--- src/rtl/dm9000a_rx_packet_read_pkg.sv ---
// Shared DM9000A constants and types for the RX packet drain path.
package dm9000a_rx_packet_read_pkg;

  localparam logic [15:0] REG_MRCMDX       = 16'h00F0;  // read with no pointer advance
  localparam logic [15:0] REG_MRCMD        = 16'h00F2;  // read with pointer advance
  localparam logic [7:0]  RX_STAT_ERR_MASK = 8'hBF;     // every status bit except MF
  localparam logic [7:0]  RDY_EMPTY        = 8'h00;
  localparam logic [7:0]  RDY_PACKET       = 8'h01;

  localparam int LEN_W = 11;
  typedef logic [LEN_W-1:0] len_t;

  typedef enum logic [3:0] {
    ST_IDLE,
    ST_PEEK,
    ST_PEEK2,
    ST_CHK_RDY,
    ST_RD_STAT,
    ST_RD_LEN,
    ST_RD_DATA,
    ST_PUSH,
    ST_FRAME_END,
    ST_DONE
  } state_t;

  // Byte count to 16-bit word count, kept in 11-bit arithmetic like the length field.
  function automatic len_t wordsFromLen(input len_t len);
    len_t sum;
    sum = len + len_t'(1);
    return sum >> 1;
  endfunction

endpackage

--- src/rtl/dm9000a_rx_packet_read_if.sv ---
// Request/response bus to the shared DM9000A IOR transaction engine.
interface dm9000a_rx_packet_read_if;

  logic        out_to_Dm9000a_Ior_RunStart;
  logic [15:0] out_to_Dm9000a_Ior_iReg;
  logic        in_from_Dm9000a_Ior_RunEnd;
  logic [15:0] in_from_Dm9000a_Ior_ReturnValue;

  modport master (
    output out_to_Dm9000a_Ior_RunStart,
    output out_to_Dm9000a_Ior_iReg,
    input  in_from_Dm9000a_Ior_RunEnd,
    input  in_from_Dm9000a_Ior_ReturnValue
  );

  modport slave (
    input  out_to_Dm9000a_Ior_RunStart,
    input  out_to_Dm9000a_Ior_iReg,
    output in_from_Dm9000a_Ior_RunEnd,
    output in_from_Dm9000a_Ior_ReturnValue
  );

endinterface

--- src/rtl/dm9000a_rx_packet_read_rx_word_hold.sv ---
// One-entry valid/ready register slice carrying a data word plus frame markers.
module rx_word_hold #(
  parameter int W = 16
) (
  input  logic         clk,
  input  logic         rstN,
  input  logic         sValid,
  output logic         sReady,
  input  logic [W-1:0] sData,
  input  logic         sSof,
  input  logic         sEof,
  output logic         mValid,
  input  logic         mReady,
  output logic [W-1:0] mData,
  output logic         mSof,
  output logic         mEof
);

  assign sReady = !mValid || mReady;

  always_ff @(posedge clk or negedge rstN) begin
    // NOTE: the data register is reset too, because every output must read 0 during reset.
    if (!rstN) begin
      mValid <= 1'b0;
      mData  <= '0;
      mSof   <= 1'b0;
      mEof   <= 1'b0;
    end else if (sValid && sReady) begin
      mValid <= 1'b1;
      mData  <= sData;
      mSof   <= sSof;
      mEof   <= sEof;
    end else if (mReady) begin
      mValid <= 1'b0;
    end
  end

endmodule

--- src/rtl/dm9000a_rx_packet_read.sv ---
// Drains every received frame from DM9000A RX SRAM through the IOR engine and
// streams payload words out; one drain run per iRunStart high period.
module dm9000a_rx_packet_read
  import dm9000a_rx_packet_read_pkg::*;
#(
  parameter int MAX_LEN     = 1536,
  parameter bit DROP_ON_ERR = 1'b1
) (
  input  logic                            iDm9000aClk,
  input  logic                            iRunStart,
  input  logic                            iRxEnable,
  dm9000a_rx_packet_read_if.master        ior,
  output logic [15:0]                     oRxData,
  output logic                            oRxValid,
  input  logic                            iRxReady,
  output logic                            oRxSof,
  output logic                            oRxEof,
  output logic [10:0]                     oRxLen,
  output logic                            oRxErr,
  output logic                            oFatal,
  output logic [7:0]                      oFrameCnt,
  output logic                            oRunEnd
);

  localparam len_t MAX_LEN_L = len_t'(MAX_LEN);

  state_t      state;
  logic        iorReq;
  logic [15:0] iorReg;
  logic [7:0]  rdyByte;
  logic        statErr;
  logic        dropFrame;
  logic        firstWord;
  len_t        wordsLeft;

  logic        iorState;
  logic [15:0] stateReg;
  logic        iorDone;
  logic        loadWord;
  logic        holdInReady;
  len_t        rxLen;
  len_t        rxWords;
  logic        lenErr;

  assign ior.out_to_Dm9000a_Ior_RunStart = iorReq;
  assign ior.out_to_Dm9000a_Ior_iReg     = iorReg;

  assign iorDone  = iorReq && ior.in_from_Dm9000a_Ior_RunEnd;
  assign rxLen    = ior.in_from_Dm9000a_Ior_ReturnValue[10:0];
  assign rxWords  = wordsFromLen(rxLen);
  assign lenErr   = (rxLen == '0) || (rxLen > MAX_LEN_L) ||
                    (ior.in_from_Dm9000a_Ior_ReturnValue[15:11] != 5'd0);
  assign loadWord = (state == ST_RD_DATA) && iorDone && !dropFrame && holdInReady;

  always_comb begin
    // NOTE: defaults first so every path assigns both signals and no latch is inferred.
    iorState = 1'b0;
    stateReg = REG_MRCMD;
    case (state)
      ST_PEEK, ST_PEEK2: begin
        iorState = 1'b1;
        stateReg = REG_MRCMDX;
      end
      ST_RD_STAT, ST_RD_LEN, ST_RD_DATA: iorState = 1'b1;
      default: ;
    endcase
  end

  always_ff @(posedge iDm9000aClk or negedge iRunStart) begin
    if (!iRunStart) begin
      state     <= ST_IDLE;
      iorReq    <= 1'b0;
      iorReg    <= '0;
      rdyByte   <= '0;
      statErr   <= 1'b0;
      dropFrame <= 1'b0;
      firstWord <= 1'b0;
      wordsLeft <= '0;
      oRxLen    <= '0;
      oRxErr    <= 1'b0;
      oFatal    <= 1'b0;
      oFrameCnt <= '0;
      oRunEnd   <= 1'b0;
    end else begin
      // NOTE: non-blocking everywhere here; each register takes the value computed from the
      // previous cycle's state, independent of statement order.
      // A request is raised only from a lowered RunStart, which guarantees the one-cycle gap.
      if (iorState && !iorReq) begin
        iorReq <= 1'b1;
        iorReg <= stateReg;
      end
      case (state)
        ST_IDLE: begin
          state   <= iRxEnable ? ST_PEEK : ST_DONE;
          oRunEnd <= !iRxEnable;
        end
        ST_PEEK: if (iorDone) begin
          iorReq <= 1'b0;
          state  <= ST_PEEK2;
        end
        ST_PEEK2: if (iorDone) begin
          iorReq  <= 1'b0;
          rdyByte <= ior.in_from_Dm9000a_Ior_ReturnValue[7:0];
          state   <= ST_CHK_RDY;
        end
        ST_CHK_RDY: begin
          if (rdyByte == RDY_PACKET) begin
            state <= ST_RD_STAT;
          end else begin
            if (rdyByte != RDY_EMPTY) oFatal <= 1'b1;
            oRunEnd <= 1'b1;
            state   <= ST_DONE;
          end
        end
        ST_RD_STAT: if (iorDone) begin
          iorReq  <= 1'b0;
          statErr <= |(ior.in_from_Dm9000a_Ior_ReturnValue[15:8] & RX_STAT_ERR_MASK);
          state   <= ST_RD_LEN;
        end
        ST_RD_LEN: if (iorDone) begin
          iorReq    <= 1'b0;
          oRxLen    <= rxLen;
          oRxErr    <= statErr || lenErr;
          dropFrame <= DROP_ON_ERR && (statErr || lenErr);
          wordsLeft <= rxWords;
          firstWord <= 1'b1;
          // A zero word count has nothing left in SRAM for this frame.
          state     <= (rxWords == '0) ? ST_FRAME_END : ST_RD_DATA;
        end
        ST_RD_DATA: if (iorDone) begin
          iorReq <= 1'b0;
          state  <= ST_PUSH;
        end
        ST_PUSH: if (dropFrame || (oRxValid && iRxReady)) begin
          wordsLeft <= wordsLeft - len_t'(1);
          firstWord <= 1'b0;
          state     <= (wordsLeft == len_t'(1)) ? ST_FRAME_END : ST_RD_DATA;
        end
        ST_FRAME_END: begin
          if (!dropFrame) oFrameCnt <= oFrameCnt + 8'd1;
          oRxErr    <= 1'b0;
          dropFrame <= 1'b0;
          state     <= ST_PEEK;
        end
        ST_DONE: oRunEnd <= 1'b1;
        default: state <= ST_IDLE;
      endcase
    end
  end

  rx_word_hold #(.W(16)) uHold (
    .clk    (iDm9000aClk),
    .rstN   (iRunStart),
    .sValid (loadWord),
    .sReady (holdInReady),
    .sData  (ior.in_from_Dm9000a_Ior_ReturnValue),
    .sSof   (firstWord),
    .sEof   (wordsLeft == len_t'(1)),
    .mValid (oRxValid),
    .mReady (iRxReady),
    .mData  (oRxData),
    .mSof   (oRxSof),
    .mEof   (oRxEof)
  );

endmodule

--- src/flat_wrapper.sv ---
// flat-port wrapper written by rule: the top's interface ports become plain ports
module dm9000a_rx_packet_read_flat import dm9000a_rx_packet_read_pkg::*;
#(
  parameter int MAX_LEN     = 1536,
  parameter bit DROP_ON_ERR = 1'b1
)
  (iDm9000aClk, iRunStart, iRxEnable, oRxData, oRxValid, iRxReady, oRxSof, oRxEof, oRxLen, oRxErr, oFatal, oFrameCnt, oRunEnd, ior_out_to_Dm9000a_Ior_RunStart, ior_out_to_Dm9000a_Ior_iReg, ior_in_from_Dm9000a_Ior_RunEnd, ior_in_from_Dm9000a_Ior_ReturnValue);
  dm9000a_rx_packet_read_if ior_i ();
  input  logic iDm9000aClk;
  input  logic iRunStart;
  input  logic iRxEnable;
  output logic [15:0] oRxData;
  output logic oRxValid;
  input  logic iRxReady;
  output logic oRxSof;
  output logic oRxEof;
  output logic [10:0] oRxLen;
  output logic oRxErr;
  output logic oFatal;
  output logic [7:0] oFrameCnt;
  output logic oRunEnd;
  output wire logic [$bits(ior_i.out_to_Dm9000a_Ior_RunStart)-1:0] ior_out_to_Dm9000a_Ior_RunStart;
  output wire logic [$bits(ior_i.out_to_Dm9000a_Ior_iReg)-1:0] ior_out_to_Dm9000a_Ior_iReg;
  input wire logic [$bits(ior_i.in_from_Dm9000a_Ior_RunEnd)-1:0] ior_in_from_Dm9000a_Ior_RunEnd;
  input wire logic [$bits(ior_i.in_from_Dm9000a_Ior_ReturnValue)-1:0] ior_in_from_Dm9000a_Ior_ReturnValue;
  assign ior_out_to_Dm9000a_Ior_RunStart = ior_i.out_to_Dm9000a_Ior_RunStart;
  assign ior_out_to_Dm9000a_Ior_iReg = ior_i.out_to_Dm9000a_Ior_iReg;
  assign ior_i.in_from_Dm9000a_Ior_RunEnd = ior_in_from_Dm9000a_Ior_RunEnd;
  assign ior_i.in_from_Dm9000a_Ior_ReturnValue = ior_in_from_Dm9000a_Ior_ReturnValue;
  dm9000a_rx_packet_read #(.MAX_LEN(MAX_LEN), .DROP_ON_ERR(DROP_ON_ERR)) u_core (.iDm9000aClk(iDm9000aClk), .iRunStart(iRunStart), .iRxEnable(iRxEnable), .ior(ior_i), .oRxData(oRxData), .oRxValid(oRxValid), .iRxReady(iRxReady), .oRxSof(oRxSof), .oRxEof(oRxEof), .oRxLen(oRxLen), .oRxErr(oRxErr), .oFatal(oFatal), .oFrameCnt(oFrameCnt), .oRunEnd(oRunEnd));
endmodule
--- config.mk ---
export PLATFORM = sky130hd
export DESIGN_NAME = dm9000a_rx_packet_read_flat
export DESIGN_NICKNAME = d
export VERILOG_FILES = /design/src/rtl/dm9000a_rx_packet_read_pkg.sv /design/src/rtl/dm9000a_rx_packet_read_if.sv /design/src/rtl/dm9000a_rx_packet_read_rx_word_hold.sv /design/src/rtl/dm9000a_rx_packet_read.sv /design/src/flat_wrapper.sv
export SDC_FILE = /design/constraint.sdc
export NUM_CORES = 1
export LEC_CHECK = 0
export ABC_AREA = 1
export BUFFER_PORTS_ARGS = -buffer_cell sky130_fd_sc_hd__buf_2
export CORE_ASPECT_RATIO = 1.4
export CORE_MARGIN = 4
export CORE_UTILIZATION = 35
export DETAILED_ROUTE_END_ITERATION = 8
export PLACE_DENSITY = 0.52
export SYNTH_ARGS = -nofsm -noshare
export SYNTH_HDL_FRONTEND = slang
export SYNTH_HIERARCHICAL = 1
export SYNTH_SLANG_ARGS = --single-unit
export TNS_END_PERCENT = 50
--- constraint.sdc ---
create_clock -name iDm9000aClk -period 2.39 [get_ports iDm9000aClk]
set_input_delay 0 -clock iDm9000aClk [delete_from_list [all_inputs] [get_ports iDm9000aClk]]
set_output_delay 0 -clock iDm9000aClk [all_outputs]
set_load 0.05 [all_outputs]
Word level (Yosys, flattened, before mapping)
Cells that the tools add are included.
Storage, ports and cells
  flip-flop bits (word level): 83
  bits of input ports: 21
  output and inout port bits: 58
  word-level logic and storage cells: 106
Cells by class
  $add $sub $neg: 3
  $lt $le $gt $ge: 1
  equal/unequal tests: 18
  mux-type cells: 28
  bitwise logic cells: 3
  reductions and logical operators: 37
Operator list (number)
  4-bit two-way mux: 10
  4-bit one-hot mux with 10 select lines: 1
  11-bit logical NOT: 2
  11-bit two-way mux: 2
  11-bit one-hot mux with 2 select lines: 1
  4-bit by 3-bit equality test with 1-bit output (second input constant): 4
  2-bit by 1-bit != test with 1-bit output (second input constant): 6
  2-bit AND reduction: 6
  11-bit by 1-bit adder with 11-bit output (second input constant): 1
  11-bit by 1-bit equality test with 1-bit output (second input constant): 1
  11-bit greater-than comparator (second input constant): 1
  11-bit by 1-bit subtractor with 11-bit output (second input constant): 1
  1-bit two-way mux: 10
  8-bit by 1-bit adder with 8-bit output (second input constant): 1
  4-bit by 2-bit equality test with 1-bit output (second input constant): 2
  4-bit equality test (second input constant): 2
  8-bit by 1-bit equality test with 1-bit output (second input constant): 1
  8-bit nonzero test: 1
  1-bit logical AND: 7
  7-bit AND reduction: 1
  7-bit OR reduction: 1
  3-bit AND reduction: 2
  2-bit nonzero test: 3
  1-bit logical OR: 5
  12 further kinds: 18

Depth between registers and ports, before layout
  depth in word-level cells: 7
  mapped depth: 12
  mapped depth without buffers: 12

Cells and area by module
Netlist, hierarchy kept.
By module, submodules not included
  dm9000a_rx_packet_read: times used 1, cells an instance 368, area an instance 2994.1 um^2, seq. area each 1251.2 um^2
  rx_word_hold: times used 1, cells an instance 82, area an instance 812.0 um^2, seq. area each 475.5 um^2

Worst setup path before layout
OpenSTA, ideal clock, no wires.
  kind: register to register
  start point: register u_core.uHold.mValid
  end point: register u_core.uHold.mData[2]
  setup time: 0.119 ns
  arrival: 1.663 ns
  data required time: 2.271 ns
  path slack: 0.608 ns
  stages on the path, launching flop included: 10
  buffers on the path: 3
  clock period less this slack: 1.782 ns
  cells stage by stage: dfrtp_1 -> nand2_4 -> buf_6 -> nand2_1 -> nor3b_1 -> buf_6 -> nand2_8 -> buf_8 -> nand2_1 -> nand2_1
On the way
  word-level cells in the longest chain between the ends: 4
Ends and longest elaborated chain
  start: declaration: line dm9000a_rx_packet_read_rx_word_hold.sv:12  | output logic mValid,
  start signal: assignment: line dm9000a_rx_packet_read_rx_word_hold.sv:24  | mValid <= 1'b0;
  start signal: assignment: line dm9000a_rx_packet_read_rx_word_hold.sv:29  | mValid <= 1'b1;
  start signal: assignment: line dm9000a_rx_packet_read_rx_word_hold.sv:34  | mValid <= 1'b0;
  1-bit logical NOT: line dm9000a_rx_packet_read_rx_word_hold.sv:19  | assign sReady = !mValid || mReady;
  1-bit logical OR: line dm9000a_rx_packet_read_rx_word_hold.sv:19
  named net u_core.holdInReady: line dm9000a_rx_packet_read.sv:40  | logic holdInReady;
  1-bit logical AND: line dm9000a_rx_packet_read.sv:53  | assign loadWord = (state == ST_RD_DATA) && iorDone && !dropFrame && holdInReady;
  named net u_core.loadWord: line dm9000a_rx_packet_read.sv:39  | logic loadWord;
  1-bit logical AND: line dm9000a_rx_packet_read_rx_word_hold.sv:28  | end else if (sValid && sReady) begin
  end signal: assignment: line dm9000a_rx_packet_read_rx_word_hold.sv:30  | mData <= sData;
  end: declaration: line dm9000a_rx_packet_read_rx_word_hold.sv:14  | output logic [W-1:0] mData,
The timed path passes the listed nets, and every way through them passes these cells.
A chain may end at the register's enable or synchronous reset.

Final worst setup path
  start point: register u_core.state[3]
  end point: register u_core.uHold.mData[6]
On the way
  word-level cells in the longest chain between the ends: 5
Ends and longest elaborated chain
  start: declaration: line dm9000a_rx_packet_read.sv:27  | state_t state;
  start signal: assignment: line dm9000a_rx_packet_read.sv:94  | state <= iRxEnable ? ST_PEEK : ST_DONE;
  start signal: assignment: line dm9000a_rx_packet_read.sv:128  | state <= (rxWords == '0) ? ST_FRAME_END : ST_RD_DATA;
  start signal: assignment: line dm9000a_rx_packet_read.sv:137  | state <= (wordsLeft == len_t'(1)) ? ST_FRAME_END : ST_RD_DATA;
  4-bit by 3-bit equality test with 1-bit output: line dm9000a_rx_packet_read.sv:53
  1-bit logical AND (3 in a row): line dm9000a_rx_packet_read.sv:53
  named net u_core.loadWord: line dm9000a_rx_packet_read.sv:39
  1-bit logical AND: line dm9000a_rx_packet_read_rx_word_hold.sv:28
The timed path passes the listed nets, and every way through them passes these cells.

==> results.md <==
* Slew @ Worst Pin at 0.716 ns
* CTS Hold Buffers Added at 17
* Num CTS Buffers at 9
* Initial Utilization at 0.362
* Relative slew slack at 0.522
* Area grow syn2layout at 22.3%
* Netlist cell types at 50
* Number of synthesized flops with an enable pin at 0
* Post-route clock period utilization at 0.748
* Root Buffer: clkbuf_16
* Share of cells above drive strength 1 at 0.232
* Vias in the first global route at 3314
* Total power draw at 2.73 mW
* Clk_lat worst skew at 0.33 ns
* Hold Path Class: input pin to flop
* Mean post-synth cell area at 8.46 um^2
* Setup violations, final at 0
* Total die area at 12600 um^2
* Syn. warnings at 6
* Post-Syn Instances at 450
* PD cells at 586 nW/um^2
* Post-route ant nets at 0
* Nets at 560
* Seq/Total Area, Yosys at 0.454
* Initial antenna violation count at 0
* Worst hold stages at 3
* Status: finished clean
* Largest net degree at the start of global routing at 41
* Htree depth at 3
* Remaining DRCs at 0
* Vias at 3237
* IO Count at 79
* WL final at 9540 um
* RSZ-0062 raised after global routing: no
* WHS Endpoint: u_core/uHold/mData[3]
* Crit path time final at 1.79 ns
* Final GP Congestion at 0.878
* First-pass GRT wire length at 16200 um
* Final Non-Filler Cells at 677
* Fmax at 559 MHz
* Mapped Area at 3810 um^2
* PostCTS Resize Cnt at 0
* Final hold violations at 0
* Critical Path Source: u_core/state[3]
* Rows at 44
* Synth Flop Type: dfrtp_1
* GRT Overall Usage at 0.165
* R2R Setup Slk at 0.60 ns
* Max-slew violation count at 0
* Reg2Reg Depth at 8
* First DRT Iteration DRCs at 129
* Max-cap violations at 0
* CTS tree: done
* Setup CP Type: flop to flop
* R2R Path End: u_core/uHold/mData[6]
* HP Start: ior_in_from_Dm9000a_Ior_ReturnValue[3]
* Synth Register Bits at 69
* Leak at 2.50 nW
* Vias per inst at 4.78
* Remaining Overflow, GRT at 0
* Final HPWL DP at 7130 um
* Clk_skew at 0.00547 ns
* PortBufs at 67
* TritonRoute pass-1 iters at 4
* Req. time, crit path at 2.61 ns
* Asr flop ratio synth at 1.00
* Total negative slack at 0 ns
* Reg clk slew, reported paths at 0.05 ns
* Post-DP Area at 4180 um^2
* Crit. End Element: flop
* Crit path DAT at 2.01 ns
* Wire per inst at 14.1 um
* Reg-to-Reg Start: u_core/state[3]
* IR drop worst, VDD at 382 uV
* Inserted Diodes at 0
* Bufs on Longest Clock Path at 2
* Critical Path Start Type: flop
* Core area at 10500 um^2
* Critical path peak fanout at 19
* Post-CTS Setup Inserts at 0
* Die Wd at 96.1 um
* Inst Count DP at 644
* Design Area, Final at 4650 um^2
* Die Span Y at 131 um
* CTS sink cnt at 69
-- flip-flops by register name (all words and copies together), names as in the netlist, named ones only --
register                            cells
u_core/uHold/mSof                       1
u_core/statErr                          1
u_core/state                            4
u_core/oFrameCnt                        8
u_core/uHold/mData                     16
u_core/uHold/mValid                     1
u_core/rdyByte                          8
u_core/firstWord                        1
u_core/uHold/mEof                       1
u_core/oRxLen                          11
u_core/dropFrame                        1
u_core/oFatal                           1
u_core/ior.out_to_Dm9000a_Ior_iReg      2
u_core/wordsLeft                       11
u_core/oRunEnd                          1
-- power by group --
part	total [mW]	leakage [nW]	internal, mW	switching, mW
clock	1.38	0.153	0.908	0.472
sequential	1.17	0.912	1.17	0
combinational	0.177	1.44	0.0493	0.128
-- how the worst max path moves through the flow --
stage / cells after the start / slack (ns) / endpoint
2_1_floorplan: 9 / 0.61 / u_core/uHold/mData[2]
3_3_place_gp: 8 / 0.59 / u_core/uHold/mData[5]
3_5_place_dp: 8 / 0.62 / u_core/uHold/mData[5]
4_1_cts: 8 / 0.60 / u_core/uHold/mEof
5_1_grt: 6 / 0.43 / u_core/rdyByte[6]
6_report: 8 / 0.60 / u_core/uHold/mData[6]
-- logic make-up after synthesis --
group / share of synthesized area
and+or+nand+nor: 0.300
DFF: 0.454
buffers and inverters: 0.100
AOI/OAI and AO/OA: 0.100
xor gates and xnor gates: 0.0253
adders and majority gates: 0.0164
other: 0.000985
muxes: 0.00296
-- layer usage --
metal | share of wire | global-route usage | up-vias
li1 | - | - | 1610
met1 | 0.43 | 0.208 | 1524
met2 | 0.49 | 0.261 | 85
met3 | 0.044 | 0.0406 | 18
met4 | 0.030 | 0.0759 | 0
met5 | 0 | 0 | -
-- layout make-up --
type,count,area [um^2]
flip-flops and latches,69,1730
multi-input cells,324,1740
clock inverters,5,75.1
inverters,43,166
fillers,1071,5860
well taps,138,173
clock buffers,11,233
repair buffers,87,541
-- cells in the mapped netlist, drive strengths merged, types with 6 or more instances --
library cell,n,share of area
a21oi,8,0.011
buf,20,0.047
dfrtp,69,0.45
inv,43,0.044
nand2,135,0.15
nand3,39,0.057
nand4,9,0.015
nor2,37,0.047
nor3,10,0.017
o21ai,37,0.057
xor2,6,0.014
-- placed cells by master (no fill, tap or decap), types with 2 or more instances in the layout --
master / netlist / routed
nand2_2: 6 / 6
nand3_1: 36 / 36
bufinv_16: 0 / 2
nor3_1: 8 / 8
a31oi_1: 2 / 2
nand3b_1: 3 / 3
inv_2: 6 / 6
o21ai_2: 5 / 5
clkbuf_16: 0 / 9
clkbuf_1: 1 / 2
nand2_4: 2 / 2
xnor2_1: 5 / 5
nand2_1: 126 / 126
nor2_4: 2 / 2
o21ai_0: 29 / 29
a21oi_1: 8 / 8
inv_1: 36 / 36
dlygate4sd3_1: 0 / 17
nor2_1: 30 / 30
nand4_1: 9 / 9
dfrtp_1: 69 / 69
buf_2: 1 / 67
conb_1: 1 / 11
buf_4: 14 / 2
clkinv_2: 0 / 3
o21ai_1: 2 / 2
ha_1: 5 / 5
o211ai_4: 2 / 2
nand3_2: 2 / 2
nor4_1: 4 / 4
nor2_2: 4 / 4
xor2_1: 6 / 6
-- metrics by stage --
step / hold WS (ns) / setup slack [ns] / utilization
finish: 0.0105 / 0.602 / 0.443
floorplan: -0.296 / 0.608 / -
global placement: 0.105 / 0.594 / 0.397
global route: 0.0105 / 0.431 / 0.443
detailed placement: 0.102 / 0.617 / 0.397
CTS: 0.000337 / 0.603 / 0.443
-- worst max-delay path, stage by stage, from the launching register on --
cell     delay (ns)
dfrtp_1        0.42
inv_2          0.12
nand2_4        0.10
nor3_1         0.21
nor3b_2        0.21
buf_4          0.30
nand2_8        0.15
nand2_1        0.10
nand2_1        0.05
No activity file was read; power rests on OpenSTA's default activity.
